## src/rtl/tour_pkg.sv

```systemverilog
// rtl/tour_pkg.sv - shared states, opcodes, headings and response codes for the tour sequencer
package tour_pkg;

  typedef enum logic [2:0] {
    IDLE   = 3'd0,
    VERT   = 3'd1,
    WAIT_V = 3'd2,
    HORZ   = 3'd3,
    WAIT_H = 3'd4
  } tour_state_e;

  localparam logic [3:0] OP_MOVE    = 4'b0010;
  localparam logic [3:0] OP_FANFARE = 4'b0011;

  localparam logic [7:0] HDG_N = 8'h00;
  localparam logic [7:0] HDG_S = 8'h7F;
  localparam logic [7:0] HDG_E = 8'hBF;
  localparam logic [7:0] HDG_W = 8'h3F;

  localparam logic [7:0] RESP_ACK = 8'hA5;
  localparam logic [7:0] RESP_POS = 8'h5A;

endpackage

```

## src/rtl/tour_move_decode.sv

```systemverilog
// rtl/tour_move_decode.sv - maps a one-hot knight move to vertical/horizontal heading and square count
module move_decode
  import tour_pkg::*;
(
  input  logic [7:0] move,
  output logic [7:0] v_heading,
  output logic [3:0] v_squares,
  output logic [7:0] h_heading,
  output logic [3:0] h_squares
);

  logic [2:0] bit_sel;

  // Lowest set bit wins; an all-zero move falls through to bit0.
  always_comb begin
    bit_sel = 3'd0;
    for (int i = 7; i >= 0; i--) begin
      if (move[i]) bit_sel = 3'(i);
    end
  end

  always_comb begin
    v_heading = HDG_N;
    v_squares = 4'd2;
    h_heading = HDG_E;
    h_squares = 4'd1;
    case (bit_sel)
      3'd0: begin v_heading = HDG_N; v_squares = 4'd2; h_heading = HDG_E; h_squares = 4'd1; end
      3'd1: begin v_heading = HDG_N; v_squares = 4'd2; h_heading = HDG_W; h_squares = 4'd1; end
      3'd2: begin v_heading = HDG_N; v_squares = 4'd1; h_heading = HDG_W; h_squares = 4'd2; end
      3'd3: begin v_heading = HDG_S; v_squares = 4'd1; h_heading = HDG_W; h_squares = 4'd2; end
      3'd4: begin v_heading = HDG_S; v_squares = 4'd2; h_heading = HDG_W; h_squares = 4'd1; end
      3'd5: begin v_heading = HDG_S; v_squares = 4'd2; h_heading = HDG_E; h_squares = 4'd1; end
      3'd6: begin v_heading = HDG_S; v_squares = 4'd1; h_heading = HDG_E; h_squares = 4'd2; end
      3'd7: begin v_heading = HDG_N; v_squares = 4'd1; h_heading = HDG_E; h_squares = 4'd2; end
      default: ;
    endcase
  end

endmodule

```

## src/rtl/tour_move_sequencer.sv

```systemverilog
// rtl/tour_move_sequencer.sv - steps a knight's tour as vertical then horizontal commands, muxed with the UART path
// Optional illegal-move check enabled by defining TOUR_ILLEGAL_CHK_EN.
module tour_move_sequencer
  import tour_pkg::*;
#(
  parameter int NUM_MOVES = 24
) (
  input  logic        clk,
  input  logic        rst,
  input  logic        start_tour,
  input  logic [7:0]  move,
  output logic [4:0]  mv_indx,
  input  logic [15:0] cmd_UART,
  input  logic        cmd_rdy_UART,
  input  logic        clr_cmd_rdy,
  input  logic        send_resp,
  output logic [15:0] cmd,
  output logic        cmd_rdy,
  output logic [7:0]  resp,
  output logic        tour_err
);

  localparam logic [4:0] LAST_IDX = 5'(NUM_MOVES - 1);

  tour_state_e state_q, state_d;
  logic [4:0]  idx_q, idx_d;
  logic [7:0]  v_heading, h_heading;
  logic [3:0]  v_squares, h_squares;
  logic [15:0] v_cmd, h_cmd;

  move_decode u_move_decode (
    .move      (move),
    .v_heading (v_heading),
    .v_squares (v_squares),
    .h_heading (h_heading),
    .h_squares (h_squares)
  );

  assign v_cmd = {OP_MOVE, v_heading, v_squares};
  assign h_cmd = {OP_FANFARE, h_heading, h_squares};

`ifdef TOUR_ILLEGAL_CHK_EN
  logic err_q, err_d;
  logic move_bad;
  assign move_bad = (move == 8'h00) || ((move & (move - 8'd1)) != 8'h00);
  assign tour_err = err_q;
`else
  assign tour_err = 1'b0;
`endif

  always_ff @(posedge clk or posedge rst) begin
    if (rst) begin
      state_q <= IDLE;
      idx_q   <= 5'd0;
`ifdef TOUR_ILLEGAL_CHK_EN
      err_q   <= 1'b0;
`endif
    end else begin
      state_q <= state_d;
      idx_q   <= idx_d;
`ifdef TOUR_ILLEGAL_CHK_EN
      err_q   <= err_d;
`endif
    end
  end

  always_comb begin
    state_d = state_q;
    idx_d   = idx_q;
`ifdef TOUR_ILLEGAL_CHK_EN
    err_d   = err_q;
`endif
    cmd     = cmd_UART;
    cmd_rdy = 1'b0;
    case (state_q)
      IDLE: begin
        cmd     = cmd_UART;
        cmd_rdy = cmd_rdy_UART;
        if (start_tour) begin
          idx_d   = 5'd0;
          state_d = VERT;
`ifdef TOUR_ILLEGAL_CHK_EN
          err_d   = 1'b0;
`endif
        end
      end
      VERT: begin
        cmd     = v_cmd;
        cmd_rdy = 1'b1;
`ifdef TOUR_ILLEGAL_CHK_EN
        if (move_bad) begin
          cmd_rdy = 1'b0;
          err_d   = 1'b1;
          state_d = IDLE;
        end else if (clr_cmd_rdy) begin
          state_d = WAIT_V;
        end
`else
        if (clr_cmd_rdy) state_d = WAIT_V;
`endif
      end
      WAIT_V: begin
        cmd = v_cmd;
        if (send_resp) state_d = HORZ;
      end
      HORZ: begin
        cmd     = h_cmd;
        cmd_rdy = 1'b1;
        if (clr_cmd_rdy) state_d = WAIT_H;
      end
      WAIT_H: begin
        cmd = h_cmd;
        if (send_resp) begin
          if (idx_q == LAST_IDX) begin
            state_d = IDLE;
          end else begin
            idx_d   = idx_q + 5'd1;
            state_d = VERT;
          end
        end
      end
      default: state_d = IDLE;
    endcase
  end

  assign mv_indx = idx_q;
  assign resp    = ((state_q == IDLE) || (idx_q == LAST_IDX)) ? RESP_ACK : RESP_POS;

endmodule

```

## config.mk

```make
export PLATFORM = sky130hd
export DESIGN_NAME = tour_move_sequencer
export DESIGN_NICKNAME = d
export VERILOG_FILES = /design/src/rtl/tour_pkg.sv /design/src/rtl/tour_move_decode.sv /design/src/rtl/tour_move_sequencer.sv
export SDC_FILE = /design/constraint.sdc
export NUM_CORES = 1
export LEC_CHECK = 0
export CELL_PAD_IN_SITES_DETAIL_PLACEMENT = 1
export CELL_PAD_IN_SITES_GLOBAL_PLACEMENT = 2
export CORE_UTILIZATION = 17
export CTS_BUF_LIST = sky130_fd_sc_hd__clkbuf_8
export CTS_CLUSTER_SIZE = 24
export DETAILED_ROUTE_END_ITERATION = 10
export PLACE_DENSITY_LB_ADDON = 0.1
export SLEW_MARGIN = 25
export SYNTH_ARGS = -nofsm -noshare
export SYNTH_HDL_FRONTEND = slang
export SYNTH_SLANG_ARGS = --single-unit
```

## constraint.sdc

```tcl
create_clock -name clk -period 1.7 [get_ports clk]
set_input_delay 0.34 -clock clk [delete_from_list [all_inputs] [get_ports clk]]
set_output_delay 0.34 -clock clk [all_outputs]
set_load 0.01 [all_outputs]
```

# [Word level (Yosys, flattened, before mapping)]
# Memories as Yosys holds them, arrays and structs flattened.
# Index checks and enable logic that the tools add are counted.
[op_classes] n_addsub=1 n_eq_ne=11 n_mux=22 n_reduce_logical=8
[ops] operator="$mux W3" n=13
[ops] operator="$pmux W16 S2" n=1
[ops] operator="$mux W5" n=3
[ops] operator="$pmux W3 S5" n=1
[ops] operator="$ne A2 B2 Y1 const B" n=6
[ops] operator="$pmux W5 S2" n=1
[ops] operator="$mux W8" n=1
[ops] operator="$eq A3 B2 Y1 const B" n=2
[ops] operator="$reduce_or A2 Y1" n=3
[ops] operator="$add A5 B1 Y5 const B" n=1
[ops] operator="$eq A5 B5 Y1 const B" n=1
[ops] operator="$reduce_and A5 Y1" n=1
[ops] operator="$reduce_and A4 Y1" n=1
[ops] operator="$eq A3 B1 Y1 const B" n=1
[ops] operator="$eq A3 B3 Y1 const B" n=1
[ops] operator="$logic_not A3 Y1" n=1
[ops] operator="$pmux W1 S2" n=1
[ops] operator="$reduce_bool A2 Y1" n=1
[ops] operator="$logic_or A1 B1 Y1" n=1
[ops] operator="$mux W1" n=1
[word_totals] ff_bits=8 mem_bits_ro=96 word_cells=45 mem_count=1
[mem_list] name="(no name shown)" depth=8 word_bits=12 read_ports=1 rd_ports_with_merged_regs=0 write_ports=0 line="tour_move_decode.sv:27" source="case (bit_sel)"

# [Logic depth before layout (Yosys ltp)]
# Gate-level depths: netlist of run 1.
# An unclocked memory read counts as a cell.
[depth] ltp_word=10 depth_mapped=5 mapped_depth_nobuf=5

# [By module]
# A second synthesis of run 1 with hierarchy kept.
[hier_totals] hier_cells=138 area_unflattened_um2=1152.4
[modules_own_cells] mod="tour_move_sequencer" n_inst=1 cells_each=107 area_per_inst_um2=933.4
[modules_own_cells] mod="move_decode" n_inst=1 cells_each=31 area_per_inst_um2=219.0

# [Worst setup path after synthesis of run 1]
# OpenSTA, ideal clock, no wires.
[synth_timing] kind="flip-flop to output port" start="register state_q[0]" end="output port cmd[0]" arrival_time_ns=1.302 required_time_ns=1.360 path_slack_ns=0.058 stages_incl_launch_ff=6 path_buffers=1 cell_sequence="dfrtp_1 -> buf_6 -> and3b_1 -> a21oi_1 -> and3b_1 -> a211oi_1"
[synth_between] elab_chain_cells=3 word_cells_on_any_way=7
[synth_lines] element="start, declared" line="tour_move_sequencer.sv:25" source="tour_state_e state_q, state_d;"
[synth_lines] element="start signal, assigned" line="tour_move_sequencer.sv:59" source="state_q <= state_d;"
[synth_lines] element="$eq A3 B3 Y1 (tied with other cells)" line="tour_move_sequencer.sv:75" source="case (state_q)"
[synth_lines] element="$reduce_or A2 Y1 (no source line)"
[synth_lines] element="$pmux W16 S2 *" line="tour_move_sequencer.sv:75"
[synth_lines] element="end, declared" line="tour_move_sequencer.sv:17" source="output logic [15:0] cmd,"
# Every way passes the cells marked *; elsewhere a longest branch is shown, timed or not.

# [Final worst setup path of run 1]
[layout_timing] start="register state_q[0]" end="output port cmd[1]"
# Same word-level chain as after synthesis.

==> qor.yml, run 1 <==
reg2reg_depth: 8
p_sw_share_pct: 40.8
cp-startpoint: "state_q[0]$_DFFE_PP0P_"
yosysTopAreaCellShare_pct: 25.1
final_area_sq_mm: 0.00182
grt_pass1_wl_mm: 4.82
io_pins: 61
cap_viol_max_count: 0
fp.dieW_um: 70.5
r2r_slack_ns: 0.08
timing.rr.end: "state_q[0]$_DFFE_PP0P_"
cts.hold.buffers_added: 0
cts.sinks: 8
worstPathRequired_ns: 1.36
antennaDiodeCount: 0
p_leak_nw: 0.828
wl_per_cell_um: 13.8
gp_congestion: 0.839
startpoint_type: "flip-flop"
clk_latency_ns: 0.23
drive_gt1_share_pct: 50.8
grt_max_degree: 10
grt_use_total_pct: 12.2
avgSynthCellArea_sq_um: 8.30
max_freq_mhz: 516
numCtsBuffers: 3
vias_per_cell: 4.42
synth_nets: 127
drc: 14
p_int_mw: 1.99
hold_viol: 0
fp-row-count: 24
htree_levels: 1
dpl.hpwl_mm: 2.43
r2r-start: "state_q[1]$_DFFE_PP0P_"
cpPeakStageDelay_ns: 0.45
synth_edf_count: 0
clk_pin_slew_worst_paths_ns: 0.04
clockPowerShare_pct: 6.7
power_density_mw_per_mm2: 1840
start_util_pct: 17.9
synth_warnings: 0
detail-route-antenna-nets: 0
yosysTopAreaCell: "dfrtp_1"
worst-path-buf-inv: 1
power_switching_mw: 1.37
fillers: 522
fin_ws_ns: -0.238
critical_path_class: "flip-flop to output pin"
status: "finished with violations"
drtIter0Drc: 23
yosysSeqAreaShare_pct: 25.1
synth.area.top_cells: "dfrtp_1, buf_4, o21a_1"
clockBufferDepth: 2
finalPower_mw: 3.35
die_h_um: 70.5
cts-root-buf: "clkbuf_8"
final_common_cell: "clkdlybuf4s50_1"
vias: 1038
overflow: 0
seqPwrFrac_pct: 9.1
crit_fanout: 4
synthFlopType: "dfrtp_1"
cp-endpoint: "cmd[1]"
cts_tree: "done"
core_area_sq_mm: 0.00444
syn_inst: 96
layout.cells.non_filler: 235
areaGrowthSynthToFinish_pct: 128
drt_wl_total_mm: 3.25
rsz0062_at_grt: "yes"
port_buffers: 59
drt_pass1_iterations: 7
dpl-instance-area_sq_mm: 0.00154
finalCritPeriodShare_pct: 114
violations: "design-rule violations, negative setup slack"
cp.arrival_ns: 1.60
cp_num_cells: 5
cp_slowest_cell: "dfrtp_2"
cp_common_cell: "and3b_1"
slew_viol_final: 0
pwr-share-comb_pct: 84.3
ys_ff_latch: 8
dp_cells: 219
grt_pass1_vias: 1033
skew_ns: 0.00435
dieArea_sq_mm: 0.00497
hp-class: "primary input to asynchronous set/reset pin"
vdd_drop_max_v: 0.000571
mostFrequentLayoutCells: "clkdlybuf4s50_1, buf_6, buf_4"
netlist_area_sq_um: 797
crit_path_end_kind: "output pin"
cp_top_family: "flip-flops"
synth_cell_type_count: 37
async_reset_ff_share_pct: 100
antenna_found_initial: 0
setup_viol: 24
fin_nets: 216
post-route-min-period_ns: 1.94
path_cells: "and3b_1 > a21oi_2 > and3b_1 > a221o_1 > buf_2"
-- metrics by stage --
step                      hold slack, ns  TNS [ns]  setup slack, ns  util [%]
after global routing               0.412     -4.30           -0.293      40.9
final                              0.376     -2.74           -0.238      40.9
after global placement             0.562    -11.55           -0.810      34.5
after floorplan                    0.156         0           0.0582         -
after detailed placement           0.572    -11.96           -0.823      34.5
after CTS                          0.386     -2.93           -0.256      36.9
-- sequential cells by signal, summed over array words and instances, names as in the netlist --
register / flops
state_q: 3
mv_indx: 5
-- area by class of cell --
| type | count | area, sq um | area share [%] |
|---|---|---|---|
| Timing Repair Buffer | 95 | 852 | 46.9 |
| Tap cell | 52 | 65.1 | 3.58 |
| Inverter | 6 | 27.5 | 1.51 |
| Sequential cell | 8 | 203 | 11.1 |
| Clock buffer | 3 | 41.3 | 2.27 |
| Multi-Input combinational cell | 71 | 629 | 34.6 |
-- synthesized netlist by cell type, drive strengths merged (2+ instances only) --
library cell,instances
buf,10
dfrtp,8
nor2,8
inv,6
nand2,6
o21a,6
a21oi,5
and2,5
o21ai,5
nand2b,3
nand3,3
nor4,3
o31ai,3
xnor2,3
a22o,2
and3b,2
nand4,2
o211ai,2
-- logic make-up after synthesis --
logic type / share of synthesized area (%)
buffers and inverters: 14.1
adders and majority gates: 1.57
other: 0.471
muxes: 2.67
DFF: 25.1
AOI/OAI and AO/OA: 25.3
xor gates and xnor gates: 5.34
and+or+nand+nor: 25.4
-- worst min-delay path by stage --
stage | start | to | slack, ns
final | rst | mv_indx[0]$_DFFE_PP0P_ | 0.38
after global routing | rst | mv_indx[3]$_DFFE_PP0P_ | 0.41
after CTS | rst | mv_indx[0]$_DFFE_PP0P_ | 0.39
after detailed placement | mv_indx[3]$_DFFE_PP0P_ | mv_indx[3]$_DFFE_PP0P_ | 0.57
after global placement | mv_indx[3]$_DFFE_PP0P_ | mv_indx[3]$_DFFE_PP0P_ | 0.56
after floorplan | rst | mv_indx[0]$_DFFE_PP0P_ | 0.16
-- worst register-to-register path, stage by stage (launching register included) --
cell,delay [ns]
dfrtp_2,0.44
buf_6,0.13
buf_6,0.11
buf_6,0.12
buf_4,0.13
buf_4,0.12
mux2_2,0.25
o21ai_0,0.14
nand2_1,0.07
-- repair_timing --
item	4_1_cts	5_1_grt
gates resized for setup	121	50
setup endpoints to repair	25	27
buffers inserted	5	8
pin swaps	11	9
-- per-layer routing --
metal | track usage, % | share of wire [%] | routed length, um
met5 | 0 | 0 | 0
met1 | 14.2 | 41 | 1320
met4 | 4.08 | 0.92 | 30
met3 | 2.02 | 8.0 | 259
met2 | 22.4 | 50 | 1640
-- power by group through the flow --
| stage | Combinational (mW) | Sequential, mW | Clock [mW] |
|---|---|---|---|
| 3_5_place_dp | 2.35 | 0.303 | 0 |
| 6_report | 2.83 | 0.304 | 0.224 |
| 4_1_cts | 2.35 | 0.308 | 0.232 |
| 5_1_grt | 3.03 | 0.314 | 0.237 |
| 2_1_floorplan | 1.18 | 0.264 | 0 |
| 3_3_place_gp | 2.30 | 0.299 | 0 |
No activity file was read; power rests on OpenSTA's default activity.
==> inputs of run 2 (changes only) <==
--- a/config.mk
+++ b/config.mk
@@ -7,7 +7,8 @@
 export LEC_CHECK = 0
 export CELL_PAD_IN_SITES_DETAIL_PLACEMENT = 1
 export CELL_PAD_IN_SITES_GLOBAL_PLACEMENT = 2
-export CORE_UTILIZATION = 17
+export CORE_MARGIN = 2
+export CORE_UTILIZATION = 23
 export CTS_BUF_LIST = sky130_fd_sc_hd__clkbuf_8
 export CTS_CLUSTER_SIZE = 24
 export DETAILED_ROUTE_END_ITERATION = 10
@@ -15,4 +16,5 @@
 export SLEW_MARGIN = 25
 export SYNTH_ARGS = -nofsm -noshare
 export SYNTH_HDL_FRONTEND = slang
+export SYNTH_HIERARCHICAL = 1
 export SYNTH_SLANG_ARGS = --single-unit
==> constraint.sdc (replaced) <==
create_clock -name clk -period 2.3 [get_ports clk]
set_input_delay 0.46 -clock clk [delete_from_list [all_inputs] [get_ports clk]]
set_output_delay 0.46 -clock clk [all_outputs]
set_load 0.01 [all_outputs]
==> qor.yml, run 2 <==
fin_nets: 232
setup_viol: 0
path_cells: "buf_4 > nor2_8 > xnor2_4 > buf_4 > buf_4 > a221o_1 > buf_2"
synth_cell_type_count: 39
final_common_cell: "clkdlybuf4s50_1"
drc: 0
yosysSeqAreaShare_pct: 17.4
async_reset_ff_share_pct: 100
synth_warnings: 6
grt_pass1_vias: 1366
busiest_layer: "met2"
fp-row-count: 25
cp_slowest_cell: "dfrtp_1"
core_area_sq_mm: 0.00479
use_met2_pct: 28.0
tightestPinTransition_ns: 0.643
areaGrowthSynthToFinish_pct: 62.5
synth.area.top_cells: "buf_4, dfrtp_1, a221o_1"
r2r_slack_ns: 0.64
cp-startpoint: "state_q[1]$_DFFE_PP0P_"
vias_per_cell: 4.55
wl_per_cell_um: 14.3
dpl.hpwl_mm: 2.87
max_freq_mhz: 449
slew_viol_final: 0
overflow: 0
cts_tree: "done"
post-route-min-period_ns: 2.23
hp-class: "primary input to asynchronous set/reset pin"
vdd_drop_max_v: 0.000550
yosysTopAreaCellShare_pct: 17.6
drt_pass1_iterations: 4
synth_common_cells: "buf_4, a221o_1, nor3b_1, dfrtp_1, nand2_1"
skew_ns: 0.00132
largest_reg_flops: 5
finalCritPeriodShare_pct: 96.8
fp.dieW_um: 74.8
cts-root-buf: "clkbuf_8"
avgSynthCellArea_sq_um: 8.35
ys_ff_latch: 8
hold_viol: 0
drtIter0Drc: 50
whs_ns: 0.492
mostFrequentLayoutCells: "clkdlybuf4s50_1, buf_4, dlygate4sd2_1"
timing.rr.end: "mv_indx[0]$_DFFE_PP0P_"
die_h_um: 74.8
reg2reg_depth: 5
grt_max_degree: 25
cts.sinks: 8
final_area_sq_mm: 0.00187
antenna_found_initial: 0
worstPathRequired_ns: 1.84
clk_latency_ns: 0.23
cpPeakStageDelay_ns: 0.40
detail-route-antenna-nets: 0
p_leak_nw: 0.853
syn_inst: 138
crit_path_end_kind: "output pin"
yosys.cell_count.top_type: "buf_4"
grt_pass1_wl_mm: 6.27
cp_top_family: "buffers and inverters"
critical_path_class: "flip-flop to output pin"
grt_use_total_pct: 14.4
port_buffers: 59
cp_common_cell: "buf_4"
gp_congestion: 0.790
drive_gt1_share_pct: 30.2
htree_levels: 1
cap_viol_max_count: 0
worst-path-buf-inv: 4
slew_headroom_pct: 56.7
clk_pin_slew_worst_paths_ns: 0.04
grt.met1_usage_pct: 16.2
numCtsBuffers: 3
status: "finished, final reports clean"
start_util_pct: 24.1
cp_num_cells: 7
netlist_area_sq_mm: 0.00115
power_density_mw_per_mm2: 1280
cts.hold.buffers_added: 0
antennaDiodeCount: 0
startpoint_type: "flip-flop"
fin_util_pct: 39.1
synth_edf_count: 0
dpl-instance-area_sq_mm: 0.00178
drt_wl_total_mm: 3.80
grt_use_met3_pct: 1.61
cp.arrival_ns: 1.77
vias: 1211
fin_ws_ns: 0.0730
r2r-start: "state_q[1]$_DFFE_PP0P_"
io_pins: 61
dieArea_sq_mm: 0.00559
crit_fanout: 8
yosysTopAreaCell: "buf_4"
preCtsSetupSlack_ns: -0.550
synthFlopType: "dfrtp_1"
clockBufferDepth: 2
-- run 2: metrics by stage --
step	total power [mW]	TNS, ns	cells
final	2.39	0	266
after global routing	2.61	-0.00585	266
after global placement	2.23	-4.70	259
after CTS	2.36	0	265
after floorplan	1.35	0	148
after detailed placement	2.27	-5.22	259
-- run 2: final cells by class --
class | instances | area, sq um
fillers | 583 | 2910
multi-input cells | 98 | 779
repair buffers | 85 | 746
flip-flops and latches | 8 | 201
well taps | 67 | 83.8
clock buffers | 3 | 41.3
inverters | 5 | 21.3
-- run 2: routing by layer --
metal  routed length (um)  vias up
li1                     -      589
met1                 1530      587
met2                 2110       31
met3                  142        4
met4                   27        0
met5                    0        -
-- run 2: power breakdown --
group,internal (mW),total (mW),switching [mW]
Clock,0.114,0.176,0.0624
Combinational,1.03,1.96,0.934
Sequential,0.195,0.252,0.0565
Total,1.34,2.39,1.05
-- run 2: cells by family after synthesis --
family / after synthesis / synth area share (%)
and+or+nand+nor: 46 / 24.8
buffers and inverters: 42 / 25.7
AOI/OAI and AO/OA: 32 / 24.4
DFF: 8 / 17.4
other: 3 / 0.977
xor gates and xnor gates: 3 / 2.93
muxes: 3 / 2.71
adders and majority gates: 1 / 1.09
-- run 2: worst max-delay path by stage --
stage,end
floorplan,resp[3]
global placement,cmd[9]
detailed placement,cmd[9]
CTS,cmd[14]
global route,cmd[9]
finish,cmd[1]
-- run 2: repair_timing --
| item | 4_1_cts | 5_1_grt |
|---|---|---|
| endpoints found under the setup margin | 23 | 10 |
| resized for setup | 71 | 9 |
| pin swaps | 7 | 3 |
| hold endpoints to repair | 0 | 0 |
| buffers inserted | 3 | 2 |
| cloned | 0 | 0 |
